<file path="src/rtl/ct_stream_loader.sv">
// Loads a length-prefixed ciphertext stream into the cracker's RAM, launches the cracker,
// and latches its key result and the crack duration.
module ct_stream_loader #(
    parameter int unsigned CNT_W = 32
) (
    input  logic             clk,
    input  logic             rst_n,
    input  logic             in_valid,
    input  logic [7:0]       in_data,
    output logic             in_ready,
    output logic [7:0]       ct_addr,
    output logic [7:0]       ct_wrdata,
    output logic             ct_wren,
    input  logic             crk_rdy,
    output logic             crk_en,
    input  logic [23:0]      crk_key,
    input  logic             crk_key_valid,
    output logic [23:0]      key,
    output logic             key_valid,
    output logic [CNT_W-1:0] crack_cycles,
    output logic             done,
    output logic             busy
);

    typedef enum logic [2:0] {
        S_IDLE, S_LOAD, S_START, S_WAIT_ACK, S_WAIT_DONE, S_DONE
    } state_t;

    state_t           state_q;
    logic [7:0]       len_q;
    logic [7:0]       idx_q;
    logic [7:0]       ct_addr_q;
    logic [7:0]       ct_wrdata_q;
    logic             ct_wren_q;
    logic             crk_en_q;
    logic [23:0]      key_q;
    logic             key_valid_q;
    logic [CNT_W-1:0] cycles_q;
    logic             done_q;

    always_ff @(posedge clk or negedge rst_n) begin
        if (!rst_n) begin
            state_q     <= S_IDLE;
            len_q       <= '0;
            idx_q       <= '0;
            ct_addr_q   <= '0;
            ct_wrdata_q <= '0;
            ct_wren_q   <= 1'b0;
            crk_en_q    <= 1'b0;
            key_q       <= '0;
            key_valid_q <= 1'b0;
            cycles_q    <= '0;
            done_q      <= 1'b0;
        end else begin
            ct_wren_q <= 1'b0;
            crk_en_q  <= 1'b0;
            done_q    <= 1'b0;
            case (state_q)
                S_IDLE: begin
                    if (in_valid) begin
                        ct_wren_q   <= 1'b1;
                        ct_addr_q   <= '0;
                        ct_wrdata_q <= in_data;
                        len_q       <= in_data;
                        idx_q       <= 8'd1;
                        state_q     <= (in_data == 8'd0) ? S_START : S_LOAD;
                    end
                end
                S_LOAD: begin
                    if (in_valid) begin
                        ct_wren_q   <= 1'b1;
                        ct_addr_q   <= idx_q;
                        ct_wrdata_q <= in_data;
                        idx_q       <= idx_q + 8'd1;
                        // idx never needs to pass 255: L=255 ends the load here
                        if (idx_q == len_q) state_q <= S_START;
                    end
                end
                S_START: begin
                    if (crk_rdy) begin
                        crk_en_q <= 1'b1;
                        cycles_q <= '0;
                        state_q  <= S_WAIT_ACK;
                    end
                end
                S_WAIT_ACK: begin
                    if (cycles_q != '1) cycles_q <= cycles_q + CNT_W'(1);
                    if (!crk_rdy) state_q <= S_WAIT_DONE;
                end
                S_WAIT_DONE: begin
                    if (crk_rdy) begin
                        key_q       <= crk_key;
                        key_valid_q <= crk_key_valid;
                        done_q      <= 1'b1;
                        state_q     <= S_DONE;
                    end else if (cycles_q != '1) begin
                        cycles_q <= cycles_q + CNT_W'(1);
                    end
                end
                S_DONE: state_q <= S_IDLE;
                default: state_q <= S_IDLE;
            endcase
        end
    end

    assign in_ready     = (state_q == S_IDLE) || (state_q == S_LOAD);
    assign busy         = (state_q != S_IDLE);
    assign ct_addr      = ct_addr_q;
    assign ct_wrdata    = ct_wrdata_q;
    assign ct_wren      = ct_wren_q;
    assign crk_en       = crk_en_q;
    assign key          = key_q;
    assign key_valid    = key_valid_q;
    assign crack_cycles = cycles_q;
    assign done         = done_q;

endmodule
</file>
<file path="config.mk">
export PLATFORM = sky130hd
export DESIGN_NAME = ct_stream_loader
export DESIGN_NICKNAME = d
export VERILOG_FILES = /design/src/rtl/ct_stream_loader.sv
export SDC_FILE = /design/constraint.sdc
export NUM_CORES = 1
export LEC_CHECK = 0
export CAP_MARGIN = 30
export CORE_MARGIN = 2
export CORE_UTILIZATION = 35
export DETAILED_ROUTE_END_ITERATION = 10
export REMOVE_ABC_BUFFERS = 1
export SYNTH_ARGS = -nofsm -noshare
export SYNTH_HDL_FRONTEND = slang
export SYNTH_SLANG_ARGS = --single-unit
export TNS_END_PERCENT = 5
</file>
<file path="constraint.sdc">
create_clock -name clk -period 5.6 [get_ports clk]
set_clock_uncertainty 0.2 [all_clocks]
set_input_delay 1.12 -clock clk [delete_from_list [all_inputs] [get_ports clk]]
set_output_delay 1.12 -clock clk [all_outputs]
set_load 0.02 [all_outputs]
</file>
### Yosys cells after proc, flatten, opt, wreduce, memory -nomap -nowiden

Cells that the tools add are included.

* logic and storage cells: 62
* memories: 0
* register bits after elaboration: 95
* bits of input ports: 37
* bits in writable memories: 0
* ROM bits: 0
* bits in latches: 0
* output and inout bits: 78

* $lt $le $gt $ge: 0
* $add $sub $neg: 2
* eq/ne operators: 13
* muxes and demuxes: 23
* bitwise gates (word level): 0
* multiply operators: 0
* reduce and logical (&&, ||, !) cells: 13
* divide/modulo/power cells: 0
* shift-type cells: 0

Operator list (number)
* $mux 32: 3
* $pmux 32 s3: 1
* $add 32x1->32 const B: 1
* $mux 8: 4
* $ne 32x32->1 const B: 1
* $pmux 8 s2: 2
* $mux 3: 6
* $pmux 3 s5: 1
* $ne 2x2->1 const B: 7
* $add 8x1->8 const B: 1
* $eq 8x8->1: 1
* $logic_not 8->1: 1
* $eq 3x2->1 const B: 2
* $reduce_and 2->1: 3
* $reduce_and 3->1: 2
* $reduce_and 6->1: 1
* $reduce_bool 3->1: 2
* $mux 1: 5
* $eq 3x1->1 const B: 1
* $eq 3x3->1 const B: 1
* $logic_not 3->1: 1
* $mux 2: 1
* $reduce_bool 2->1: 1
* $reduce_or 2->1: 1
* $logic_or 1x1->1: 1

### Depth between registers and ports, before layout

Gate-level depths: netlist (run 1).

* depth in word-level cells: 4
* depth in mapped cells: 8
* gate-level depth less buffers: 7

### Least setup slack after synthesis (run 1)

Ideal clock, no wire load.

* path type: input to register
* start: input port crk_rdy
* end: register cycles_q[26] (netlist: crack_cycles[26])
* stages: 6
* library setup time: 110 ps
* slack: 3138 ps
* path buffers: 1
* arrival: 2151 ps
* cells stage by stage: nor3_1 a2bb2oi_1 nor2_4 nand2_2 buf_4 o41ai_1

* longest elaborated chain between the ends: 2

RTL lines
* from (decl): RTL line 14 `input logic crk_rdy,`
* $ne 2x2->1 (no source line)
* $reduce_and 3->1 (no source line) (*)
* to (signal assigned): RTL line 87 `if (cycles_q != '1) cycles_q <= cycles_q + CNT_W'(1);`
* to (signal assigned): RTL line 97 `cycles_q <= cycles_q + CNT_W'(1);`
* to (decl): RTL line 38 `logic [CNT_W-1:0] cycles_q;`

Mark *: on every way between the ends. The rest lies on a longest branch, timed or not.
A chain may end at the register's enable or synchronous reset.

### Worst setup path after layout (run 1)

* start: input port in_valid
* end: register idx_q[7]

* longest elaborated chain between the ends: 2

RTL lines
* from (decl): RTL line 8 `input logic in_valid,`
* $ne 2x2->1 (no source line)
* $reduce_and 3->1 (no source line) (*)
* to (signal assigned): RTL line 74 `idx_q <= idx_q + 8'd1;`
* to (decl): RTL line 31 `logic [7:0] idx_q;`

Marked as above.

==> results of run 1 <==
==> flip-flops by register name, summed over array words and instances (netlist names) <==
| register | cells |
|---|---|
| ct_wrdata | 8 |
| state_q | 3 |
| done | 1 |
| crk_en | 1 |
| key_valid | 1 |
| crack_cycles | 32 |
| idx_q | 8 |
| len_q | 8 |
| ct_wren | 1 |
| key | 24 |
| ct_addr | 8 |
==> through the flow <==
stage	hold slack [ns]	instance area, µm²	setup WS, ns	power [W]
3_3_place_gp	0.2548	5871	1.872	0.002122
2_1_floorplan	0.3022	4497	2.833	0.001663
3_5_place_dp	0.2573	5898	1.753	0.002151
4_1_cts	0.2739	6227	2.098	0.002840
6_report	0.2713	6227	2.108	0.002809
5_1_grt	0.2961	6227	1.829	0.002991
==> layout make-up <==
cell class	instances	area, µm²	share of cell area
multi-input cells	320	2105	0.3380
clock buffers	11	242.7	0.03898
well taps	176	220.2	0.03536
repair buffers	117	1181	0.1897
clock inverters	5	86.33	0.01386
flip-flops and latches	95	2377	0.3818
inverters	4	15.01	0.002411
==> kinds of logic after synthesis <==
group / Yosys count
adders and majority gates: 2
AOI/OAI and AO/OA: 103
xor gates and xnor gates: 11
muxes: 36
buffers and inverters: 30
DFF: 95
and+or+nand+nor: 168
==> metal layers <==
layer | vias up | GRT usage
met5 | - | 0
met4 | 0 | 0.05506
met3 | 13 | 0.03448
met2 | 95 | 0.2769
met1 | 1957 | 0.2352
li1 | 1845 | -
==> power groups by stage <==
stage / clock [W] / sequential [W] / combinational, W
final: 0.000680 / 0.00106 / 0.00107
after global routing: 0.000734 / 0.00109 / 0.00117
after CTS: 0.000698 / 0.00106 / 0.00108
after detailed placement: 0 / 0.00107 / 0.00108
after global placement: 0 / 0.00106 / 0.00106
after floorplan: 0 / 0.00121 / 0.000451
==> tightest hold or removal path, cell delays in order (launching register included) <==
cell	delay (ns)
dfrtp_1	0.35
nand2_1	0.05
nand2_1	0.05
==> Yosys cell counts, types with 3 or more instances <==
library cell  instances  area share
dfrtp_1              95        0.51
nand2_1              59       0.048
mux2_2               34       0.083
o21ai_1              32       0.035
nand3_1              31       0.033
nor2_1               23       0.019
o31ai_1              17       0.028
nand4_1              11       0.015
a31oi_1              10       0.013
buf_2                10       0.011
xnor2_1              10       0.019
a41oi_1               9       0.017
a21oi_1               8      0.0086
clkbuf_1              8      0.0065
o21ai_0               8      0.0086
and3_1                7      0.0094
nor3_1                7      0.0075
o41ai_1               6       0.011
buf_4                 5      0.0081
inv_1                 4      0.0032
a22o_1                3      0.0057
and4_1                3      0.0057
nand2b_1              3      0.0040
nor2b_1               3      0.0040
==> worst max-delay path by stage <==
| stage | slack [ns] | endpoint |
|---|---|---|
| floorplan | 2.83 | idx_q[7]$_DFFE_PN0P_ |
| global placement | 1.87 | idx_q[7]$_DFFE_PN0P_ |
| detailed placement | 1.75 | idx_q[7]$_DFFE_PN0P_ |
| CTS | 2.10 | idx_q[7]$_DFFE_PN0P_ |
| global route | 1.83 | idx_q[5]$_DFFE_PN0P_ |
| finish | 2.11 | idx_q[7]$_DFFE_PN0P_ |
==> results.cfg, run 1 <==
[yosys]
syn_inst = 445
synth_seq_cells = 95
synth_top_family_by_area = simple AND/OR/NAND/NOR gates
synth.cell_area_um2 = 4641
async_flop_share = 1.000
synth-main-ff-cell = dfrtp_1
synth_simple_gate_area_frac = 0.1944
synth_fa_ha_area_frac = 0.005392
yosys.area_share.xor_xnor = 0.02076
yosys.cell_types.count = 55
synthMuxAreaShare = 0.08682
synth_warnings = 0
synth_compound_area_frac = 0.1461
syn_area_per_cell_um2 = 10.43
synth_seq_area_share = 0.5123
synth_edf_count = 0

[place]
detailed_place_hpwl_mm = 8.073
numPlacedInstances = 712
port_buffers = 114
gp_congestion = 0.8221

[sta]
rsz0062_at_grt = no
min_period_over_period = 0.6235
post-route-min-period_ns = 3.492
drv_slew = 0
finalHoldViolCount = 0
fmax_ghz = 0.2864
tightest_slew_ns = 0.9365
timing.slew.headroom = 0.3710
fin_setup_tns_ns = 0
setup_viol_count_final = 0

[worst_hold_path]
hold-path-endpoint = ct_addr[4]$_DFFE_PN0P_
worstHoldPathCells = 2
min-delay-start = ct_addr[4]$_DFFE_PN0P_
hold_class = flop to flop

[detailed_routing]
wl_met3_um = 547
post_drt_wl_per_cell_um = 16.33
ant_nets = 0
top_layer = met4
drt_iter0_drc = 225
met2_length_mm = 5.698
wl_mm = 11.89
wl_met1_mm = 5.488
drcViolationCount = 0
vias_per_cell = 5.371
vias = 3910
first_pass_iters = 4

[power]
leakage_nw = 2.574
irDropWorstVdd_mv = 0.1968
clkPwrFrac = 0.242
internal_power_w = 0.001819
powerDensity_nw_per_um2 = 451.1
switching_share = 0.3525
switching_power_w = 0.0009902
combPwrFrac = 0.382
p_seq_frac = 0.376

[cts]
path_clk_slew_ns = 0.07
cts_tree = done
ctsResizeCount = 0
insertion_delay_ns = 0.34
cts-root-buf = clkbuf_16
cts-buffers-inserted = 9
postCtsSetupBuffers = 0
clockBufferDepth = 2
htreeDepth = 3
cts.sinks = 95
holdBufCountCts = 0

[setup_path]
endpoint_kind = flop
reg2reg_depth = 6
setup.worst_path.start_class = primary input
path_class = primary input to flop
worstSetupStartpoint = in_valid
path_buf_inv = 2
cpMaxStageDelayCell = inv_1
cp_top_family = buffers and inverters
cp_data_required_time_ns = 5.60
r2r_start = crack_cycles[0]$_DFFE_PN0P_
critPathMaxStageDelay_ns = 0.73
critical_path.most_common_cell = nor2_1
cp_cell_sequence = clkdlybuf4s50_1 -> nand2_1 -> inv_1 -> nand4_1 -> nor2_1 -> xnor2_1 -> nor2_1
ff2ff_setup_slack_ns = 2.59
r2r_end = crack_cycles[5]$_DFFE_PN0P_
cp.depth = 7
cp.arrival_ns = 3.49
path_max_fanout = 24

[layout]
antenna_cells = 0
final_common_cell = clkdlybuf4s50_1
final_cell_count_no_fill = 728
layout.nets = 586
n_fill_cell = 1196
final_cell_mix = clkdlybuf4s50_1 (113), dfrtp_1 (95), nand2_1 (59)
syn_to_final_growth_pct = 34.19
drive_gt1_frac = 0.1232
fin_util = 0.4759

[job]
max-cap-violations = 0

[floorplan]
coreArea_um2 = 13090
start_util = 0.3547
dieArea_um2 = 14200
ios = 115
die_w_um = 119.2
core.rowCount = 42
die_h_um = 119.2

[global_route]
grt-ovfl-total = 0
grt_usage = 0.1727
grt_start_max_net_pins = 50
grt_pass1_vias = 3878
antenna_found_initial = 0
grt_first_pass_wirelength_mm = 19.94

[status]
status = complete, no violations
No activity file was read; power rests on OpenSTA's default activity.
==> run 2, diff against run 1 <==
clock period = 3 ns   (was 5.6 ns; I/O delays follow)
==> run 2 against run 1 <==
  * Core utilization grew 0.077 points
  * Combinational power grew 93%
  * Sequential power rose by 84%
  * Largest cell class unchanged
  * Highest routed layer unchanged
==> results.cfg, run 2 (same netlist as run 1, synthesis figures left out) <==
[sta]
rsz0062_at_grt = no
finalHoldViolCount = 0
fin_hold_ws_ns = 0.05918
post-route-min-period_ns = 2.663
fin_ws_ns = 0.3373
setup_viol_count_final = 0
timing.slew.headroom = 0.5721
tightest_slew_ns = 0.6418
min_period_over_period = 0.8876
drv_slew = 0
fin_setup_tns_ns = 0
fmax_ghz = 0.3756

[power]
clkPwrFrac = 0.215
switching_share = 0.3621
leakage_nw = 2.595
p_seq_frac = 0.381
internal_power_w = 0.003255
powerDensity_nw_per_um2 = 818.2
combPwrFrac = 0.403
irDropWorstVdd_mv = 0.4240
switching_power_w = 0.001848

[cts]
cts-root-buf = clkbuf_16
insertion_delay_ns = 0.34
cts.sinks = 95
htreeDepth = 3
clockBufferDepth = 2
postCtsSetupBuffers = 0
path_clk_slew_ns = 0.07
cts_tree = done
cts-buffers-inserted = 9
holdBufCountCts = 0
ctsResizeCount = 0

[layout]
layout.nets = 596
final_common_cell = clkdlybuf4s50_1
antenna_cells = 0
largest_reg_flops = 32
syn_to_final_growth_pct = 34.40
drive_gt1_frac = 0.1388
final_cell_mix = clkdlybuf4s50_1 (113), dfrtp_1 (95), nand2_1 (59)
n_fill_cell = 1212

[global_route]
grt_first_pass_wirelength_mm = 19.49
grt_pass1_vias = 3757
grt_usage = 0.1702
grt_start_max_net_pins = 48
grt-ovfl-total = 0
antenna_found_initial = 0

[setup_path]
path_buf_inv = 1
cp.arrival_ns = 1.86
critPathMaxStageDelay_ns = 0.56
cp_cell_sequence = or3_1 -> clkdlybuf4s50_1
cp_top_family = buffers and inverters
endpoint_kind = primary output
ff2ff_setup_slack_ns = 0.34
setup.worst_path.start_class = flop
cpMaxStageDelayCell = clkdlybuf4s50_1
cp_data_required_time_ns = 2.20
path_class = flop to primary output
path_max_fanout = 15

[place]
detailed_place_hpwl_mm = 8.154
gp_congestion = 0.7982
port_buffers = 114
pre_cts_slack_ns = 0.1297

[floorplan]
die_h_um = 119.2
core.rowCount = 42
ios = 115
die_w_um = 119.2
dieArea_um2 = 14200
coreArea_um2 = 13090
start_util = 0.3547

[worst_hold_path]
hold_class = primary input to async pin

[detailed_routing]
vias_per_cell = 5.321
wl_mm = 11.83
first_pass_iters = 4
vias = 3927
post_drt_wl_per_cell_um = 16.03
drt_iter0_drc = 276
ant_nets = 0
drcViolationCount = 0

[job]
max-cap-violations = 0

[status]
status = complete, no violations
## run 2: changes by cell type in the layout (fill, tap and decap cells not counted), sizes merged
cell / change
bufinv: -2
inv: -1
clkinvlp: +1
clkinv: +2
buf: +10
## run 2: final cells by class
cell class,count,area (µm²),share of cell area
Sequential cell,95,2377,0.3811
Multi-Input combinational cell,320,2105,0.3374
Timing Repair Buffer,127,1236,0.1982
Clock buffer,11,242.7,0.03892
Tap cell,176,220.2,0.03531
Clock inverter,5,41.29,0.006620
Inverter,4,15.01,0.002407
## run 2: layer usage
metal | global-route usage | routed length, µm
met1 | 0.2364 | 5421
met3 | 0.02826 | 604
met4 | 0.07068 | 218
met5 | 0 | 0
met2 | 0.2640 | 5587
## run 2: final timing paths
| check | from | to | depth (start not counted) |
|---|---|---|---|
| max reg2reg | crack_cycles[0]$_DFFE_PN0P_ | crack_cycles[5]$_DFFE_PN0P_ | 7 |
| min | rst_n | ct_addr[1]$_DFFE_PN0P_ | 1 |
| max in group asynchronous | rst_n | done$_DFF_PN0_ | 2 |
| max | state_q[2]$_DFFE_PN0P_ | busy | 2 |
| min in group clk | ct_addr[6]$_DFFE_PN0P_ | ct_addr[6]$_DFFE_PN0P_ | 2 |
| min reg2reg | ct_addr[6]$_DFFE_PN0P_ | ct_addr[6]$_DFFE_PN0P_ | 2 |
## run 2: worst register-to-register path, stage by stage (launching register included)
cell	delay [ns]
dfrtp_1	0.42
ha_1	0.27
nand4_1	0.28
nor3_2	0.18
buf_4	0.22
a41o_2	0.65
o21ai_0	0.22
o21ai_0	0.13
## run 2: through the flow
stage               utilization  total power (W)  area [µm²]  instances
finish                   0.4767         0.005103        6237        738
global route             0.4767         0.005422        6237        738
CTS                      0.4767         0.005168        6237        738
detailed placement       0.4550         0.004045        5953        722
global placement         0.4550         0.004008        5953        722
floorplan                     -         0.003105        4497        419
## run 2: power by group through the flow
stage / registers, W / clock network, W / logic (W)
finish: 0.00195 / 0.00110 / 0.00206
global route: 0.00201 / 0.00118 / 0.00223
CTS: 0.00195 / 0.00113 / 0.00208
detailed placement: 0.00197 / 0 / 0.00207
global placement: 0.00196 / 0 / 0.00205
floorplan: 0.00226 / 0 / 0.000841
==> run 3, diff against run 2 <==
CTS_CLUSTER_SIZE = 16   (was default)
==> results of run 3 <==
No change in the layout: final DEF, timing and power equal those of run 2.
